### src/rtl/note_sequencer_ctrl_pkg.sv
// Shared types and defaults for the note sequencer.
// NOTE_SEQ_PAUSE_EN adds the PAUSE state, which widens the state register to 3 bits.
package note_seq_pkg;

    localparam int NUM_NOTES_DEF      = 16;
    localparam int TICKS_PER_NOTE_DEF = 25000000;

`ifdef NOTE_SEQ_PAUSE_EN
    localparam int STATE_W = 3;
    typedef enum logic [STATE_W-1:0] {
        IDLE  = 3'd0,
        LOAD  = 3'd1,
        PLAY  = 3'd2,
        DONE  = 3'd3,
        PAUSE = 3'd4
    } seq_state_t;
`else
    localparam int STATE_W = 2;
    typedef enum logic [STATE_W-1:0] {
        IDLE = 2'd0,
        LOAD = 2'd1,
        PLAY = 2'd2,
        DONE = 2'd3
    } seq_state_t;
`endif

endpackage

### src/rtl/note_sequencer_ctrl_if.sv
// Key/switch requests in, note RAM / tone generator controls out.
// NOTE_SEQ_PAUSE_EN adds the active-low pause_n request.
interface note_sequencer_ctrl_if #(
    parameter int ADDR_W = 4
);
    logic              load_n;
    logic              playback;
    logic              stop_n;
    logic              loop;
    logic [1:0]        tempo_shift;
`ifdef NOTE_SEQ_PAUSE_EN
    logic              pause_n;
`endif
    logic              ld_note;
    logic              ld_play;
    logic [ADDR_W-1:0] wr_addr;
    logic [ADDR_W-1:0] rd_addr;
    logic              note_strobe;
    logic              seq_done;
    logic              busy;

`ifdef NOTE_SEQ_PAUSE_EN
    modport master (
        output load_n, playback, stop_n, loop, tempo_shift, pause_n,
        input  ld_note, ld_play, wr_addr, rd_addr, note_strobe, seq_done, busy
    );
    modport slave (
        input  load_n, playback, stop_n, loop, tempo_shift, pause_n,
        output ld_note, ld_play, wr_addr, rd_addr, note_strobe, seq_done, busy
    );
`else
    modport master (
        output load_n, playback, stop_n, loop, tempo_shift,
        input  ld_note, ld_play, wr_addr, rd_addr, note_strobe, seq_done, busy
    );
    modport slave (
        input  load_n, playback, stop_n, loop, tempo_shift,
        output ld_note, ld_play, wr_addr, rd_addr, note_strobe, seq_done, busy
    );
`endif

endinterface

### src/rtl/note_sequencer_ctrl_tempo_divider.sv
// Loadable note-period down-counter; reloads itself from period_m1 after reaching zero.
// tick marks the last cycle of a note.
module tempo_divider #(
    parameter int DIV_W = 25
) (
    input  logic             clk,
    input  logic             reset,
    input  logic             load,
    input  logic [DIV_W-1:0] period_m1,
    input  logic             hold,
    output logic             tick
);

    logic [DIV_W-1:0] r_cnt;

    // Auto-reload at zero keeps back-to-back notes exactly period_m1+1 cycles apart.
    always_ff @(posedge clk or negedge reset) begin
        if (!reset) begin
            r_cnt <= '0;
        end else if (load) begin
            r_cnt <= period_m1;
        end else if (!hold) begin
            if (r_cnt == '0) r_cnt <= period_m1;
            else             r_cnt <= r_cnt - 1'b1;
        end
    end

    assign tick = (r_cnt == '0) && !load;

endmodule

### src/rtl/note_sequencer_ctrl.sv
// Note sequencer: load-phase write addressing and timed playback read addressing.
// Optional pause support is compiled in with NOTE_SEQ_PAUSE_EN.
module note_sequencer_ctrl
    import note_seq_pkg::*;
#(
    parameter int NUM_NOTES      = NUM_NOTES_DEF,
    parameter int TICKS_PER_NOTE = TICKS_PER_NOTE_DEF,
    parameter int ADDR_W         = $clog2(NUM_NOTES),
    parameter int DIV_W          = $clog2(TICKS_PER_NOTE)
) (
    input  logic                 clk,
    input  logic                 reset,
    note_sequencer_ctrl_if.slave bus
);

    localparam logic [ADDR_W-1:0] LAST_ADDR = ADDR_W'(NUM_NOTES - 1);
    localparam logic [DIV_W-1:0]  PER_M1_0  = DIV_W'(TICKS_PER_NOTE - 1);
    localparam logic [DIV_W-1:0]  PER_M1_1  = DIV_W'((TICKS_PER_NOTE >> 1) - 1);
    localparam logic [DIV_W-1:0]  PER_M1_2  = DIV_W'((TICKS_PER_NOTE >> 2) - 1);
    localparam logic [DIV_W-1:0]  PER_M1_3  = DIV_W'((TICKS_PER_NOTE >> 3) - 1);

    seq_state_t        r_state;
    logic [ADDR_W-1:0] r_wr_addr;
    logic [ADDR_W-1:0] r_rd_addr;
    logic              r_note_strobe;
    logic              r_seq_done;

    logic [DIV_W-1:0]  w_period_m1;
    logic              w_start;
    logic              w_pause;
    logic              w_hold;
    logic              w_tick;
    logic              w_advance;

    always_comb begin
        w_period_m1 = PER_M1_0;
        case (bus.tempo_shift)
            2'd0:    w_period_m1 = PER_M1_0;
            2'd1:    w_period_m1 = PER_M1_1;
            2'd2:    w_period_m1 = PER_M1_2;
            default: w_period_m1 = PER_M1_3;
        endcase
    end

`ifdef NOTE_SEQ_PAUSE_EN
    assign w_pause = !bus.pause_n;
`else
    assign w_pause = 1'b0;
`endif

    // load_n wins over playback, so a start only happens with load_n released.
    assign w_start   = (r_state == IDLE) && bus.load_n && !bus.playback;
    assign w_hold    = (r_state != PLAY) || w_pause;
    assign w_advance = (r_state == PLAY) && bus.stop_n && !w_pause && w_tick &&
                       ((r_rd_addr != LAST_ADDR) || bus.loop);

    tempo_divider #(
        .DIV_W (DIV_W)
    ) u_div (
        .clk       (clk),
        .reset     (reset),
        .load      (w_start),
        .period_m1 (w_period_m1),
        .hold      (w_hold),
        .tick      (w_tick)
    );

    always_ff @(posedge clk or negedge reset) begin
        if (!reset) begin
            r_state       <= IDLE;
            r_wr_addr     <= '0;
            r_rd_addr     <= '0;
            r_note_strobe <= 1'b0;
            r_seq_done    <= 1'b0;
        end else begin
            r_note_strobe <= w_start || w_advance;
            r_seq_done    <= 1'b0;
            case (r_state)
                IDLE: begin
                    if (!bus.load_n) begin
                        r_state <= LOAD;
                    end else if (!bus.playback) begin
                        r_state   <= PLAY;
                        r_rd_addr <= '0;
                    end
                end
                LOAD: begin
                    if (bus.load_n) begin
                        r_state   <= IDLE;
                        r_wr_addr <= (r_wr_addr == LAST_ADDR) ? '0 : r_wr_addr + 1'b1;
                    end
                end
                PLAY: begin
                    if (!bus.stop_n) begin
                        r_state   <= IDLE;
                        r_rd_addr <= '0;
`ifdef NOTE_SEQ_PAUSE_EN
                    end else if (w_pause) begin
                        r_state <= PAUSE;
`endif
                    end else if (w_tick) begin
                        if (r_rd_addr != LAST_ADDR) begin
                            r_rd_addr <= r_rd_addr + 1'b1;
                        end else if (bus.loop) begin
                            r_rd_addr <= '0;
                        end else begin
                            r_state    <= DONE;
                            r_seq_done <= 1'b1;
                        end
                    end
                end
                DONE: r_state <= IDLE;
`ifdef NOTE_SEQ_PAUSE_EN
                // Divider is frozen by w_hold; resuming continues the same note.
                PAUSE: begin
                    if (!bus.stop_n) begin
                        r_state   <= IDLE;
                        r_rd_addr <= '0;
                    end else if (!w_pause) begin
                        r_state <= PLAY;
                    end
                end
`endif
                default: r_state <= IDLE;
            endcase
        end
    end

    assign bus.ld_note     = (r_state == LOAD);
    assign bus.ld_play     = (r_state == PLAY);
`ifdef NOTE_SEQ_PAUSE_EN
    assign bus.busy        = (r_state == LOAD) || (r_state == PLAY) || (r_state == PAUSE);
`else
    assign bus.busy        = (r_state == LOAD) || (r_state == PLAY);
`endif
    assign bus.wr_addr     = r_wr_addr;
    assign bus.rd_addr     = r_rd_addr;
    assign bus.note_strobe = r_note_strobe;
    assign bus.seq_done    = r_seq_done;

endmodule

### src/flat_wrapper.sv
// flat-port wrapper written by rule: the top's interface ports become plain ports
module note_sequencer_ctrl_flat import note_seq_pkg::*;
#(
    parameter int NUM_NOTES      = NUM_NOTES_DEF,
    parameter int TICKS_PER_NOTE = TICKS_PER_NOTE_DEF,
    parameter int ADDR_W         = $clog2(NUM_NOTES),
    parameter int DIV_W          = $clog2(TICKS_PER_NOTE)
)
  (clk, reset, bus_load_n, bus_playback, bus_stop_n, bus_loop, bus_tempo_shift, bus_ld_note, bus_ld_play, bus_wr_addr, bus_rd_addr, bus_note_strobe, bus_seq_done, bus_busy);
  note_sequencer_ctrl_if #(.ADDR_W(ADDR_W)) bus_i ();
  input  logic clk;
  input  logic reset;
  input wire logic [$bits(bus_i.load_n)-1:0] bus_load_n;
  input wire logic [$bits(bus_i.playback)-1:0] bus_playback;
  input wire logic [$bits(bus_i.stop_n)-1:0] bus_stop_n;
  input wire logic [$bits(bus_i.loop)-1:0] bus_loop;
  input wire logic [$bits(bus_i.tempo_shift)-1:0] bus_tempo_shift;
  output wire logic [$bits(bus_i.ld_note)-1:0] bus_ld_note;
  output wire logic [$bits(bus_i.ld_play)-1:0] bus_ld_play;
  output wire logic [$bits(bus_i.wr_addr)-1:0] bus_wr_addr;
  output wire logic [$bits(bus_i.rd_addr)-1:0] bus_rd_addr;
  output wire logic [$bits(bus_i.note_strobe)-1:0] bus_note_strobe;
  output wire logic [$bits(bus_i.seq_done)-1:0] bus_seq_done;
  output wire logic [$bits(bus_i.busy)-1:0] bus_busy;
  assign bus_i.load_n = bus_load_n;
  assign bus_i.playback = bus_playback;
  assign bus_i.stop_n = bus_stop_n;
  assign bus_i.loop = bus_loop;
  assign bus_i.tempo_shift = bus_tempo_shift;
  assign bus_ld_note = bus_i.ld_note;
  assign bus_ld_play = bus_i.ld_play;
  assign bus_wr_addr = bus_i.wr_addr;
  assign bus_rd_addr = bus_i.rd_addr;
  assign bus_note_strobe = bus_i.note_strobe;
  assign bus_seq_done = bus_i.seq_done;
  assign bus_busy = bus_i.busy;
  note_sequencer_ctrl #(.NUM_NOTES(NUM_NOTES), .TICKS_PER_NOTE(TICKS_PER_NOTE), .ADDR_W(ADDR_W), .DIV_W(DIV_W)) u_core (.clk(clk), .reset(reset), .bus(bus_i));
endmodule
### config.mk
export PLATFORM = sky130hd
export DESIGN_NAME = note_sequencer_ctrl_flat
export DESIGN_NICKNAME = d
export VERILOG_FILES = /design/src/rtl/note_sequencer_ctrl_pkg.sv /design/src/rtl/note_sequencer_ctrl_if.sv /design/src/rtl/note_sequencer_ctrl_tempo_divider.sv /design/src/rtl/note_sequencer_ctrl.sv /design/src/flat_wrapper.sv
export SDC_FILE = /design/constraint.sdc
export NUM_CORES = 1
export LEC_CHECK = 0
export CORE_ASPECT_RATIO = 0.8
export CORE_MARGIN = 5
export CORE_UTILIZATION = 42
export DETAILED_ROUTE_END_ITERATION = 8
export HOLD_SLACK_MARGIN = 0.15
export MAX_ROUTING_LAYER = met4
export PLACE_DENSITY = 0.66
export SETUP_SLACK_MARGIN = 0.2
export SYNTH_ARGS = -nofsm -noshare
export SYNTH_HDL_FRONTEND = slang
export SYNTH_SLANG_ARGS = --single-unit
### constraint.sdc
create_clock -name clk -period 3.4 [get_ports clk]
set_input_delay 0.68 -clock clk [delete_from_list [all_inputs] [get_ports clk]]
set_output_delay 0.68 -clock clk [all_outputs]
set_load 0.05 [all_outputs]
==> qor.yml, run 1 <==
outcome: "finished, final reports clean"
cts.clk_slew.worst_paths_ns: 0.07
power_total_mw: 1.94
fp.dieArea_sq_mm: 0.00738
critical_path.startpoint: "u_core.u_div.r_cnt[0]"
grt_util_met1: 0.295
post_synth_num_cell_types: 56
multi_input_area_sq_mm: 0.00140
chip_width_um: 94.8
timing.final.crit_period_ns: 2.89
fin_setup_tns_ns: 0
most_numerous_cell_types_in_the_synthesized_netlist: "sky130_fd_sc_hd__dfrtp_1 (37), sky130_fd_sc_hd__nand2_1 (32), sky130_fd_sc_hd__nor2_1 (24)"
finalMaxSlewViolations: 0
yosysMostFrequentCell: "sky130_fd_sc_hd__dfrtp_1"
grt-ovfl-total: 0
grtUsageMet2: 0.265
postCtsSetupRepairBufs: 0
synth_seq_cells: 37
required_ns: 3.58
routedWlPerCell_um: 17.2
crit_path_end_kind: "flip-flop"
synth_sequential_area_ratio: 0.383
synth_top_area_share: 0.383
skew_pair_late_insertion_delay_ns: 0.29
numCtsBuffers: 5
remaining_drc_errors: 0
yosys_warnings: 0
power.leakage_nw: 0.993
setup.worst_path.start_class: "flip-flop"
grt.total_usage: 0.195
postSynth.asyncResetShare: 1.00
pwr_density_cell_mw_per_mm2: 697
dpl-instance-area_sq_mm: 0.00270
dp_hpwl_mm: 4.63
netlist_instances: 283
die_y_um: 77.9
max_freq_ghz: 0.346
synth.top_cells.by_area: "sky130_fd_sc_hd__dfrtp_1 (38%), sky130_fd_sc_hd__nand2_1 (5.0%), sky130_fd_sc_hd__nor3_1 (3.9%)"
ios: 21
clock-skew-final_ns: 0.00396
synthesized_nets: 298
layout.nets: 317
seq_area_sq_um: 926
cts_num_sinks: 37
cts_tree: "done"
antenna_violations_before_repair: 0
timing.setup.critical_path_class: "flip-flop to flip-flop"
grt_max_degree: 38
grt_pass1_vias: 2200
n_fill_cell: 538
synth_area_sq_mm: 0.00242
worst_slack_ns: 0.513
cts_max_path_buffers: 2
max-vdd-ir-drop_v: 0.000405
worst_hold_slack_ns: 0.489
clock_tree.htree_level_count: 2
critPathArrivalTime_ns: 3.07
relSlewSlack: 0.445
drive_gt1_frac: 0.0762
initial_detailed_routing_violation_count: 246
route.antenna.remaining_nets: 0
grt_setup_unrepaired: "false"
worst-slew-pin-transition_ns: 0.832
place.port_buffers: 20
antenna_cells_inserted: 0
core_utilization_of_the_finished_layout: 0.504
initial_utilization: 0.437
grt_peak_use_layer: "met1"
timing.hold.worst.class: "primary input to asynchronous set/reset pin"
synth-edff-count: 0
detailedRoute.firstPassIterationCount: 4
share_of_the_cycle_needed_by_the_critical_path_after_routing: 0.849
rr_startpoint: "u_core.u_div.r_cnt[0]"
crit_fanout: 10
area_growth_syn_to_layout_pct: 15.3
postLayoutCellArea_sq_mm: 0.00279
via_count: 2325
use_met3: 0.0368
via_per_inst: 6.12
post-place-ws_ns: 0.590
post-synth-top-area-cell: "sky130_fd_sc_hd__dfrtp_1"
detail_route.wirelength_mm: 6.52
timing_hold_violations_final: 0
clock-root-buffer: "sky130_fd_sc_hd__clkbuf_8"
postCtsResizedCells: 0
instances_no_fill: 380
global_route_wire_length_before_repair_mm: 11.2
fp.coreArea_sq_mm: 0.00553
cts.hold.buffers_added: 0
synth_ff_type: "sky130_fd_sc_hd__dfrtp_1"
finalSetupViolations: 0
std_cell_rows: 24
postSynthAreaPerCell_sq_um: 8.54
max_cap_violations: 0
gpl.final_weighted_congestion: 0.966
dpl.cell_count: 373
-- cell type report --
type | count | area share
clock buffer | 7 | 0.0310
timing repair buffer | 26 | 0.0862
tap | 78 | 0.0350
inverter | 9 | 0.0121
sequential | 37 | 0.332
multi-input combinational | 223 | 0.503
-- final timing paths --
kind,slack (ns),to,depth (start not counted)
worst max register to register,0.51,u_core.u_div.r_cnt[24],7
worst min register to register,0.53,u_core.u_div.r_cnt[24],1
min in group clk,0.53,u_core.u_div.r_cnt[24],1
max in group asynchronous,2.38,u_core.u_div.r_cnt[8],1
worst min-delay path,0.49,u_core.r_state[0],1
worst max-delay path,0.51,u_core.u_div.r_cnt[24],7
-- placed cells by master (no fill, tap or decap), types with 8 or more instances in the layout --
master                             n
sky130_fd_sc_hd__nand3_1          14
sky130_fd_sc_hd__clkdlybuf4s50_1  19
sky130_fd_sc_hd__a21oi_1          11
sky130_fd_sc_hd__nand2_1          32
sky130_fd_sc_hd__nor2_1           24
sky130_fd_sc_hd__inv_1             8
sky130_fd_sc_hd__nor3_1           19
sky130_fd_sc_hd__dfrtp_1          37
sky130_fd_sc_hd__o21ai_0          17
-- per-layer routing --
metal | wire (um) | share of wire | up-vias
met5 | 0 | 0 | -
li1 | - | - | 1119
met3 | 511 | 0.078 | 7
met2 | 2670 | 0.41 | 93
met4 | 65 | 0.010 | 0
met1 | 3270 | 0.50 | 1106
-- sequential cells by signal, summed over array words and instances (netlist names) --
name,count
u_core.bus.note_strobe,1
u_core.u_div.r_cnt,25
u_core.r_state,2
u_core.bus.rd_addr,4
u_core.bus.seq_done,1
u_core.bus.wr_addr,4
-- report_power, final --
group	leakage, nW	internal [mW]	switching [mW]	total [mW]
clock	0.0443	0.161	0.155	0.316
combinational	0.520	0.328	0.535	0.863
sequential	0.429	0.576	0.186	0.762
-- logic make-up (layout without fill, tap and decap cells) --
logic type | Yosys count | in the layout | share of synthesized area
and+or+nand+nor | 131 | 131 | 0.287
AOI/OAI and AO/OA | 73 | 73 | 0.208
DFF | 37 | 37 | 0.383
buffers and inverters | 23 | 42 | 0.0367
muxes | 8 | 8 | 0.0347
adders and majority gates | 7 | 7 | 0.0362
xor gates and xnor gates | 4 | 4 | 0.0145
-- critical path, stage by stage (launching register included) --
cell and delay [ns]:
sky130_fd_sc_hd__dfrtp_1 0.41, sky130_fd_sc_hd__inv_1 0.08, sky130_fd_sc_hd__ha_1 0.18, sky130_fd_sc_hd__nor4b_2 0.48, sky130_fd_sc_hd__nand4_1 0.51, sky130_fd_sc_hd__or2_2 0.46
sky130_fd_sc_hd__or4_1 0.40, sky130_fd_sc_hd__a32o_1 0.27
No activity file was read; power rests on OpenSTA's default activity.
==> run 2, diff against run 1 <==
- clock period: 3.4 -> 2.7 ns (I/O delays scaled with it)
==> run 2 against run 1 <==
Compared with the run above:
- worst setup slack lost 0.23 ns
- clock power increased by 23%
- routed wire length rose by 3.7%
- total power up 28%
- sequential power up 26%
- clock-buffer cell count shrank 1
- first-iteration DRC count stayed put
- register-to-register slack lost 0.18 ns
- largest power group unchanged
==> qor.yml, run 2 (synthesis results as in run 1) <==
crit_fanout: 5  # -5
max_freq_ghz: 0.413
post-place-ws_ns: 0.310  # -0.280 ns
grt-ovfl-total: 0  # unchanged
dpl-instance-area_sq_mm: 0.00280  # +3.6%
detail_route.wirelength_mm: 6.76  # +3.7%
dp_hpwl_mm: 4.95  # +6.7%
clock-root-buffer: "sky130_fd_sc_hd__clkbuf_8"
antenna_cells_inserted: 0  # unchanged
fp.coreArea_sq_mm: 0.00553  # unchanged
setup.worst_path.start_class: "flip-flop"
fin_setup_tns_ns: 0  # unchanged
std_cell_rows: 24  # unchanged
postLayoutCellArea_sq_mm: 0.00291  # +4.5%
global_route_wire_length_before_repair_mm: 11.4  # +1.9%
grt.total_usage: 0.202  # +0.00632
route.antenna.remaining_nets: 0  # unchanged
most_frequent_cells_in_the_layout: "sky130_fd_sc_hd__dfrtp_1 (37), sky130_fd_sc_hd__nand2_1 (32), sky130_fd_sc_hd__nor2_1 (23), sky130_fd_sc_hd__nor3_1 (18), sky130_fd_sc_hd__clkdlybuf4s50_1 (18)"
remaining_drc_errors: 0  # unchanged
grt_pass1_vias: 2224  # +1.1%
worst-slew-pin-transition_ns: 0.854  # +0.0224 ns
critPathArrivalTime_ns: 1.88  # -1.19 ns
cts.clk_slew.worst_paths_ns: 0.07  # about the same
clock_tree.htree_level_count: 2  # unchanged
detailedRoute.firstPassIterationCount: 5  # +1
finalSetupViolations: 0  # unchanged
grt_max_degree: 38  # unchanged
numCtsBuffers: 5  # unchanged
postCtsSetupRepairBufs: 0  # unchanged
die_y_um: 77.9  # unchanged
regMostFlops: "u_core.u_div.r_cnt"
power.leakage_nw: 1.07  # +7.5%
place.port_buffers: 20  # unchanged
worst_hold_slack_ns: 0.352  # -0.137 ns
via_per_inst: 6.09  # -0.47%
clock-skew-final_ns: 0.00712  # +0.00316 ns
gpl.final_weighted_congestion: 0.920  # -4.8%
crit_path_end_kind: "primary output"
area_growth_syn_to_layout_pct: 20.4
timing.hold.worst.class: "primary input to asynchronous set/reset pin"
final_common_cell: "sky130_fd_sc_hd__dfrtp_1"
fp.dieArea_sq_mm: 0.00738  # unchanged
cts_num_sinks: 37  # unchanged
timing.final.crit_period_ns: 2.42
max_cap_violations: 0  # unchanged
max-vdd-ir-drop_v: 0.000499  # +23%
grt_setup_unrepaired: "true"
via_count: 2381  # +2.4%
largest_reg_flops: 25  # unchanged
core_utilization_of_the_finished_layout: 0.527  # +0.0226
timing_hold_violations_final: 0  # unchanged
worst_slack_ns: 0.281  # -0.232 ns
pwr_density_cell_mw_per_mm2: 856  # +23%
cts_max_path_buffers: 2  # unchanged
ios: 21  # unchanged
skew_pair_late_insertion_delay_ns: 0.29  # about the same
antenna_violations_before_repair: 0  # unchanged
share_of_the_cycle_needed_by_the_critical_path_after_routing: 0.896
initial_detailed_routing_violation_count: 246  # unchanged
finalMaxSlewViolations: 0  # unchanged
required_ns: 2.16  # -1.42 ns
routedWlPerCell_um: 17.3  # +0.75%
layout.nets: 327  # +3.2%
relSlewSlack: 0.430  # -0.0150
timing.setup.critical_path_class: "flip-flop to primary output"
outcome: "finished, final reports clean"
chip_width_um: 94.8  # unchanged
drive_gt1_frac: 0.125  # +0.0484
n_fill_cell: 547  # +1.7%
cts_tree: "done"
initial_utilization: 0.437  # unchanged
[run 2: timing repair]
action	4_1_cts	5_1_grt
gates resized for setup	0	6
hold endpoints to repair	0	0
hold buffers	0	0
setup endpoints to repair	0	12
[run 2: through the flow]
stage	total power [mW]	cells
finish	2.49	391
global route	2.67	391
floorplan	1.71	283
CTS	2.48	391
global placement	2.07	383
detailed placement	2.09	383
[run 2: path summary, 6_finish.rpt]
kind	from	to	slack (ns)	cells after the start
hold reg to reg	u_core.bus.wr_addr[3]	u_core.bus.wr_addr[3]	0.52	1
hold / removal	reset	u_core.u_div.r_cnt[18]	0.35	1
setup / recovery	u_core.r_state[1]	bus_ld_note	0.28	3
min in group clk	u_core.bus.wr_addr[3]	u_core.bus.wr_addr[3]	0.52	1
max in group asynchronous	reset	u_core.u_div.r_cnt[20]	1.80	1
setup reg to reg	u_core.u_div.r_cnt[0]	u_core.u_div.r_cnt[24]	0.33	8
[run 2: per-layer routing]
metal	vias up	global-route usage	part of all wire	wire, um
met2	101	0.280	0.43	2920
met1	1138	0.299	0.49	3330
li1	1131	-	-	-
met5	-	-	0	0
met3	11	0.0358	0.062	418
met4	0	0.0562	0.014	95
[run 2: area by class of cell]
cell class              count  area (sq um)  area share
clock inverters             2          10.0     0.00344
multi-input cells         223          1430       0.492
repair buffers             36           338       0.116
inverters                   9          33.8      0.0116
clock buffers               6          72.6      0.0249
well taps                  78          97.6      0.0335
flip-flops and latches     37           926       0.318
[run 2: where the power goes]
part / leakage, nW / internal (mW) / switching [mW]
registers: 0.429 / 0.725 / 0.232
logic: 0.594 / 0.451 / 0.696
clock network: 0.0450 / 0.179 / 0.210
total: 1.07 / 1.36 / 1.14
[run 2: critical path, stage by stage, from the launching register on]
cell	delay [ns]
sky130_fd_sc_hd__dfrtp_1	0.40
sky130_fd_sc_hd__inv_1	0.11
sky130_fd_sc_hd__ha_1	0.25
sky130_fd_sc_hd__clkdlybuf4s50_1	0.83
==> run 3, diff against run 2 <==
- clock period: 2.7 -> 3 ns (I/O delays scaled with it)
==> run 3 against run 2 <==
Compared with the run above:
- clock skew up 0.0038 ns
- via count down 1.9%
- core utilization down 1.5 points
- global-route usage down 0.079 points
- clock power down 8.5%
- critical path depth up 5
- critical endpoint is now u_core.bus.rd_addr[1]
- highest routed layer unchanged
==> qor.yml, run 3 (synthesis results as in run 1) <==
outcome: "finished, final reports clean"
max-vdd-ir-drop_v: 0.000616  # +23%
n_fill_cell: 542  # -0.91%
share_of_the_cycle_needed_by_the_critical_path_after_routing: 0.859
internal_power_mw: 1.21  # -11%
grt_pass1_vias: 2228  # +0.18%
crit_fanout: 10  # +5
detail_route.wirelength_mm: 6.66  # -1.5%
clock_tree.htree_level_count: 2  # unchanged
routedWlPerCell_um: 17.2  # -0.20%
final_common_cell: "sky130_fd_sc_hd__dfrtp_1"
regMostFlops: "u_core.u_div.r_cnt"
grt_max_degree: 38  # unchanged
pwr_density_cell_mw_per_mm2: 786  # -8.3%
dpl.cell_count: 378  # -1.3%
core_utilization_of_the_finished_layout: 0.512  # -0.0147
critPathArrivalTime_ns: 2.81  # +0.93 ns
die_y_um: 77.9  # unchanged
antenna_cells_inserted: 0  # unchanged
grt_setup_unrepaired: "false"
most_frequent_cells_in_the_layout: "sky130_fd_sc_hd__dfrtp_1 (37), sky130_fd_sc_hd__nand2_1 (32), sky130_fd_sc_hd__nor2_1 (24), sky130_fd_sc_hd__nor3_1 (19), sky130_fd_sc_hd__clkdlybuf4s50_1 (18)"
fp.dieArea_sq_mm: 0.00738  # unchanged
postCtsSetupRepairBufs: 0  # unchanged
setup.worst_path.start_class: "flip-flop"
place.port_buffers: 20  # unchanged
layout.nets: 322  # -1.5%
route.antenna.remaining_nets: 0  # unchanged
timing.hold.worst.class: "primary input to asynchronous set/reset pin"
crit_path_end_kind: "flip-flop"
finalMaxSlewViolations: 0  # unchanged
worst-slew-pin-transition_ns: 0.877  # +0.0223 ns
timing.reg2reg.worst_path_depth: 8  # unchanged
via_count: 2336  # -1.9%
relSlewSlack: 0.415  # -0.0149
clock-root-buffer: "sky130_fd_sc_hd__clkbuf_8"
dp_hpwl_mm: 4.73  # -4.4%
area_growth_syn_to_layout_pct: 17.1
remaining_drc_errors: 0  # unchanged
pwr-share-clk: 0.160  # +0.004
switching_share: 0.457  # about the same
finalSetupViolations: 0  # unchanged
grt.total_usage: 0.201  # -0.000790
cts.hold.buffers_added: 0  # unchanged
required_ns: 3.23  # +1.07 ns
cts_num_sinks: 37  # unchanged
via_per_inst: 6.05  # -0.62%
skew_pair_late_insertion_delay_ns: 0.31  # +0.02 ns
grt-ovfl-total: 0  # unchanged
cts_max_path_buffers: 2  # unchanged
timing.setup.critical_path_class: "flip-flop to flip-flop"
r2r_slack_ns: 0.42  # +0.09 ns
fp.coreArea_sq_mm: 0.00553  # unchanged
antenna_violations_before_repair: 0  # unchanged
postCtsResizedCells: 0  # unchanged
instances_no_fill: 386  # -1.3%
largest_reg_flops: 25  # unchanged
endpoint_of_the_most_critical_register_to_register_path: "u_core.bus.rd_addr[1]"
cts_tree: "done"
detailedRoute.firstPassIterationCount: 5  # unchanged
cts.clk_slew.worst_paths_ns: 0.08  # about the same
ios: 21  # unchanged
drive_gt1_frac: 0.0974  # -0.0272
timing.final.crit_period_ns: 2.58
max_freq_ghz: 0.388
gpl.final_weighted_congestion: 0.977  # +6.2%
power_frac_comb: 0.453  # -0.007
netSwitchingPower_mw: 1.02  # -11%
timing_hold_violations_final: 0  # unchanged
seq_power_share: 0.387  # +0.003
max_cap_violations: 0  # unchanged
initial_detailed_routing_violation_count: 239  # -2.8%
clock-skew-final_ns: 0.0109  # +0.00381 ns
power.leakage_nw: 1.02  # -4.0%
rr_startpoint: "u_core.u_div.r_cnt[0]"
fin_setup_tns_ns: 0  # unchanged
std_cell_rows: 24  # unchanged
numCtsBuffers: 5  # unchanged
global_route_wire_length_before_repair_mm: 11.4  # -0.73%
chip_width_um: 94.8  # unchanged
initial_utilization: 0.437  # unchanged
## run 3: cell type report
type | count | area, sq um | share of cell area
clock buffer | 6 | 72.6 | 0.0256
inverter | 9 | 33.8 | 0.0119
clock inverter | 2 | 10.0 | 0.00354
timing repair buffer | 31 | 288 | 0.102
multi-input combinational | 223 | 1400 | 0.496
tap | 78 | 97.6 | 0.0345
sequential | 37 | 926 | 0.327
## run 3: power groups by stage
| stage | sequential [mW] | combinational, mW | clock, mW |
|---|---|---|---|
| floorplan | 0.915 | 0.628 | 0 |
| global placement | 0.861 | 0.993 | 0 |
| detailed placement | 0.863 | 1.00 | 0 |
| CTS | 0.854 | 1.01 | 0.364 |
| global route | 0.889 | 1.11 | 0.390 |
| finish | 0.860 | 1.01 | 0.356 |
## run 3: worst max-delay path by stage
stage	to	from	slack (ns)
4_1_cts	u_core.bus.rd_addr[1]	u_core.u_div.r_cnt[0]	0.48
2_1_floorplan	u_core.u_div.r_cnt[24]	u_core.u_div.r_cnt[0]	0.63
3_5_place_dp	u_core.u_div.r_cnt[8]	bus_load_n	0.37
5_1_grt	u_core.bus.rd_addr[1]	u_core.u_div.r_cnt[0]	0.30
3_3_place_gp	u_core.u_div.r_cnt[8]	bus_load_n	0.40
6_report	u_core.bus.rd_addr[1]	u_core.u_div.r_cnt[0]	0.42
## run 3: metal layers
| layer | vias up | part of all wire | GRT usage |
|---|---|---|---|
| met5 | - | 0 | - |
| met4 | 0 | 0.016 | 0.0706 |
| met3 | 10 | 0.070 | 0.0416 |
| met2 | 94 | 0.41 | 0.262 |
| met1 | 1113 | 0.50 | 0.302 |
| li1 | 1119 | - | - |
## run 3: worst max-delay path, stage by stage (launching register included)
cell and delay [ns]:
sky130_fd_sc_hd__dfrtp_1 0.41, sky130_fd_sc_hd__inv_1 0.09, sky130_fd_sc_hd__ha_1 0.18, sky130_fd_sc_hd__nor4b_2 0.45, sky130_fd_sc_hd__nand4_1 0.21, sky130_fd_sc_hd__buf_4 0.22, sky130_fd_sc_hd__or2_2 0.41, sky130_fd_sc_hd__nor3_1 0.31
sky130_fd_sc_hd__mux2i_1 0.21
## run 3: through the flow
| step | worst slack, ns | hold slack, ns | total power, mW | cell area [sq um] |
|---|---|---|---|---|
| 2_1_floorplan | 0.635 | 0.304 | 1.54 | 2420 |
| 3_3_place_gp | 0.397 | 0.506 | 1.85 | 2750 |
| 3_5_place_dp | 0.374 | 0.512 | 1.87 | 2750 |
| 4_1_cts | 0.483 | 0.433 | 2.22 | 2830 |
| 5_1_grt | 0.303 | 0.478 | 2.39 | 2830 |
| 6_report | 0.422 | 0.412 | 2.22 | 2830 |
